## config.mk

```make
export PLATFORM = sky130hd
export DESIGN_NAME = priority_encoder_16x4
export DESIGN_NICKNAME = d
export VERILOG_FILES = /design/src/rtl/priority_encoder_16x4.sv
export SDC_FILE = /design/constraint.sdc
export NUM_CORES = 1
export LEC_CHECK = 0
export CORE_ASPECT_RATIO = 1.2
export CORE_MARGIN = 3
export CORE_UTILIZATION = 45
export DETAILED_ROUTE_END_ITERATION = 10
export GPL_ROUTABILITY_DRIVEN = 0
export HOLD_SLACK_MARGIN = 0.08
export PLACE_DENSITY = 0.9
export SETUP_SLACK_MARGIN = 0.02
export SYNTH_ARGS = -nofsm -noshare
export SYNTH_HDL_FRONTEND = slang
export SYNTH_SLANG_ARGS = --single-unit
```

## constraint.sdc

```tcl
create_clock -name clk -period 2.7 [get_ports clk]
set_input_delay 0.54 -clock clk [delete_from_list [all_inputs] [get_ports clk]]
set_output_delay 0.54 -clock clk [all_outputs]
set_load 0.01 [all_outputs]
```

## src/rtl/priority_encoder_16x4.sv

```systemverilog
// Pending-request priority encoder: 16 sticky request bits, one code presented
// at a time over valid/ready. Define PRIORITY_ENCODER_RR_EN for round-robin selection.
module priority_encoder_16x4 (
  input  logic        clk,
  input  logic        rst,
  input  logic        en,
  input  logic [15:0] in,
  output logic [3:0]  out,
  output logic        valid,
  input  logic        ready,
  output logic [15:0] pending
);

  // Handshake: a code transfers on a rising edge where valid=1 and ready=1;
  // valid and out never change while valid=1 and ready=0, and ready is
  // don't-care while valid=0.

  typedef enum logic [0:0] {
    S_IDLE    = 1'b0,
    S_PRESENT = 1'b1
  } state_t;

  state_t      r_state;
  state_t      w_state_next;
  logic [3:0]  r_out;
  logic [3:0]  w_out_next;
  logic [15:0] r_pending;
  logic [15:0] w_next_pending;
  logic [15:0] w_clear;
  logic        w_accept;
  logic [3:0]  w_sel;

`ifdef PRIORITY_ENCODER_RR_EN
  logic [3:0] r_ptr;
  logic [3:0] w_ptr_next;

  function automatic logic [3:0] pick_rr(input logic [15:0] req, input logic [3:0] start);
    logic       found;
    logic [3:0] idx;
    pick_rr = '0;
    found   = 1'b0;
    for (int k = 0; k < 16; k++) begin
      idx = start + 4'(k);
      if (!found && req[idx]) begin
        pick_rr = idx;
        found   = 1'b1;
      end
    end
  endfunction
`else
  function automatic logic [3:0] pick_fixed(input logic [15:0] req);
    pick_fixed = '0;
    for (int i = 0; i < 16; i++) begin
      if (req[i]) pick_fixed = 4'(i);
    end
  endfunction
`endif

  always_comb begin
    w_accept       = (r_state == S_PRESENT) && ready;
    w_clear        = w_accept ? (16'h0001 << r_out) : 16'h0000;
    // New requests OR in after the clear, so a same-cycle set wins.
    w_next_pending = (r_pending & ~w_clear) | (en ? in : 16'h0000);
`ifdef PRIORITY_ENCODER_RR_EN
    w_ptr_next     = w_accept ? (r_out + 4'd1) : r_ptr;
    w_sel          = pick_rr(w_next_pending, w_ptr_next);
`else
    w_sel          = pick_fixed(w_next_pending);
`endif
  end

  always_comb begin
    w_state_next = r_state;
    w_out_next   = r_out;
    case (r_state)
      S_IDLE: begin
        if (|w_next_pending) begin
          w_state_next = S_PRESENT;
          w_out_next   = w_sel;
        end
      end
      S_PRESENT: begin
        if (ready) begin
          if (|w_next_pending) begin
            w_out_next = w_sel;
          end else begin
            w_state_next = S_IDLE;
            w_out_next   = 4'd0;
          end
        end
      end
      default: begin
        w_state_next = S_IDLE;
        w_out_next   = 4'd0;
      end
    endcase
  end

  always_ff @(posedge clk or posedge rst) begin
    if (rst) begin
      r_state   <= S_IDLE;
      r_out     <= 4'd0;
      r_pending <= 16'h0000;
    end else begin
      r_state   <= w_state_next;
      r_out     <= w_out_next;
      r_pending <= w_next_pending;
    end
  end

`ifdef PRIORITY_ENCODER_RR_EN
  always_ff @(posedge clk or posedge rst) begin
    if (rst) r_ptr <= 4'd0;
    else     r_ptr <= w_ptr_next;
  end
`endif

  assign out     = r_out;
  assign valid   = (r_state == S_PRESENT);
  assign pending = r_pending;

endmodule

```

==> results of run 1 <==
-- metrics by stage --
stage	setup WS [ps]	total power [uW]	hold WS [ps]
3_3_place_gp	-12.4	545	535
2_1_floorplan	517	442	517
5_1_grt	8.95	745	617
4_1_cts	78.1	704	580
6_report	74.9	705	584
3_5_place_dp	-229	552	548
-- final cells by class --
cell class              count  area (sq um)  share of cell area
repair buffers             54           518               0.290
flip-flops and latches     21           526               0.294
well taps                  31          38.8              0.0217
clock inverters             1          5.00             0.00280
inverters                   4          15.0             0.00839
clock buffers               3          22.5              0.0126
multi-input cells         101           664               0.371
-- synth_stat cells, drive strengths merged --
| cell | count | share of area |
|---|---|---|
| a31oi | 1 | 0.0052 |
| buf | 1 | 0.0041 |
| clkbuf | 3 | 0.010 |
| a211oi | 2 | 0.012 |
| nand2b | 2 | 0.010 |
| nor3 | 2 | 0.0083 |
| o32ai | 2 | 0.014 |
| a21oi | 3 | 0.016 |
| or4 | 1 | 0.0093 |
| o2bb2ai | 2 | 0.014 |
| nor2 | 4 | 0.014 |
| nand2 | 24 | 0.074 |
| o211a | 1 | 0.0083 |
| mux2 | 2 | 0.019 |
| and2 | 3 | 0.017 |
| a22oi | 3 | 0.019 |
| a221o | 2 | 0.017 |
| o21a | 4 | 0.025 |
| a221oi | 1 | 0.0072 |
| nand4 | 3 | 0.016 |
| nand4b | 2 | 0.020 |
| nand4bb | 2 | 0.023 |
| nand3b | 1 | 0.0062 |
| dfrtp | 21 | 0.43 |
| a22o | 3 | 0.022 |
| a2111oi | 1 | 0.0072 |
| a21o | 1 | 0.0062 |
| o21ai | 15 | 0.062 |
| or2b | 1 | 0.0062 |
| nor2b | 1 | 0.0052 |
| o31ai | 3 | 0.023 |
| nand3 | 2 | 0.0083 |
| a21boi | 1 | 0.0062 |
| a32o | 1 | 0.0083 |
| o21bai | 1 | 0.0062 |
| o311a | 1 | 0.0083 |
| and3 | 1 | 0.0052 |
| inv | 4 | 0.012 |
| or2 | 1 | 0.0052 |
| o211ai | 1 | 0.0062 |
-- state kept, by name, indices dropped and copies added, names as in the netlist --
name     cells
valid        1
out          4
pending     16
-- per-layer routing --
| layer | track usage | vias up | share of wire |
|---|---|---|---|
| met5 | 0 | - | 0 |
| li1 | - | 603 | - |
| met2 | 0.377 | 67 | 0.49 |
| met1 | 0.312 | 603 | 0.39 |
| met4 | 0.0927 | 0 | 0.026 |
| met3 | 0.0477 | 12 | 0.087 |
-- final timing paths --
check | endpoint | startpoint | slack, ps | depth (start not counted)
min | pending[9] | pending[9] | 580 | 1
min in group asynchronous | valid | rst | 670 | 2
max in group asynchronous | pending[6] | rst | 1520 | 2
max reg2reg | out[0] | out[0] | 310 | 6
max | out[0] | ready | 70 | 8
min reg2reg | pending[9] | pending[9] | 580 | 1
-- cell families after synthesis --
family / count (synthesis) / share of synthesized area
compound gates: 49 / 0.293
flops: 21 / 0.434
buf+inv: 8 / 0.0269
simple gates: 50 / 0.228
mux: 2 / 0.0186
-- timing repair --
| action | 4_1_cts | 5_1_grt |
|---|---|---|
| gates resized for setup | 0 | 3 |
| endpoints found under the setup margin | 0 | 3 |
| hold buffers | 0 | 0 |
-- critical path, cell delays in order --
cell and delay [ps]:
clkdlybuf4s50_1 580, nand4b_2 230, buf_4 210, o21ai_0 170, nand2_1 90, a2111oi_0 510, o31ai_1 210, a32o_1 290
-- power groups by stage --
stage	combinational (uW)	sequential (uW)	clock, uW
after floorplan	80.2	362	0
after global placement	184	361	0
after detailed placement	189	363	0
after CTS	190	357	157
after global routing	208	362	174
final	192	357	156
==> results.ini, run 1 <==
[status]
status = finished clean

[placement]
place_inst = 211
hpwl_um = 2800
io_buffers = 40
place_area_sq_um = 1750

[power]
p_leak_uw = 0.000686
pwr-share-comb = 0.272
powerDensity_nw_per_um2 = 394
power.internal_uw = 491
switching_power_uw = 214
pwr-share-clk = 0.221
ir_worst_vdd_mv = 0.303
switching_share = 0.303
seq_power_share = 0.507

[sta]
slew_violations = 0
finalCriticalPeriod_ps = 2630
final.period_utilization = 0.972
hold_viol_final = 0
fmax_ghz = 0.381
clock_skew_ps = 9.21
rsz0062_at_grt = false
setup_viol = 0
tightest_slew_ps = 821
tns_ps = 0
slew_headroom = 0.452

[routing]
wirelength_um = 3610
wl_per_cell_um = 16.8
dr.pass1.iters = 5
drc = 0
ant_nets = 0
post_drt_via_cell_ratio = 5.98
drt_iter0_drc = 92
vias = 1285

[clocking]
cts_setup_buffers = 0
cts_made_buffers = 3
cts_tree = yes
cts_max_level = 1
insertion_delay_ps = 310
clkSinkCount = 21
cts_root_buf = clkbuf_4
clkSlewWorstSetupHoldPaths_ps = 130
max-clock-path-buffers = 2

[floorplanning]
initial_core_util = 0.499
core_sq_um = 2420
rows = 19
die_h_um = 62.8
fp.dieW_um = 53.3
dieArea_sq_um = 3350
num_io_pins = 41

[logic_synthesis]
synth_nets = 150
synth_area_per_cell_sq_um = 9.31
synth_cell_type_count = 49
synth_seq_cells = 21
syn_area_sq_um = 1210
synth_warnings = 0
yosysSeqAreaShare = 0.434
synthesis.instances = 130

[worst_setup_path]
cp.arrival_ps = 2840
crit_path_end_kind = flop
path_max_fanout = 5
crit_required_ps = 2910
startpoint_type = input port
critical_path_class = in -> reg

[finish]
fill_cells = 194
final_cell_area_sq_um = 1790
diodes = 0
layoutNonFillerInstCount = 215
nNetsFinal = 205
layout-drive-gt1-share = 0.163
final_cell_mix = clkdlybuf4s50_1, nand2_1, dfrtp_1, o21ai_0, buf_4
fin_util = 0.738
syn_to_final_growth_pct = 47.9
layout_commonest_cell = clkdlybuf4s50_1

[global_routing]
grt_first_pass_wirelength_um = 6090
grt_usage = 0.239
grt_max_degree = 22
antenna_found_initial = 0
grt_overflow = 0
grt_pass1_vias = 1276

[min_path]
holdCritPathClass = reg -> reg

[flow_run]
maxCapViolCount = 0

(Power assumes the default switching activity.)
==> run 2: changes to the inputs <==
--- a/config.mk
+++ b/config.mk
@@ -13,6 +13,7 @@
 export HOLD_SLACK_MARGIN = 0.08
 export PLACE_DENSITY = 0.9
 export SETUP_SLACK_MARGIN = 0.02
+export SKIP_CTS_REPAIR_TIMING = 1
 export SYNTH_ARGS = -nofsm -noshare
 export SYNTH_HDL_FRONTEND = slang
 export SYNTH_SLANG_ARGS = --single-unit
==> results of run 2 <==
The final DEF is identical to that of run 1; final timing and power are the same.
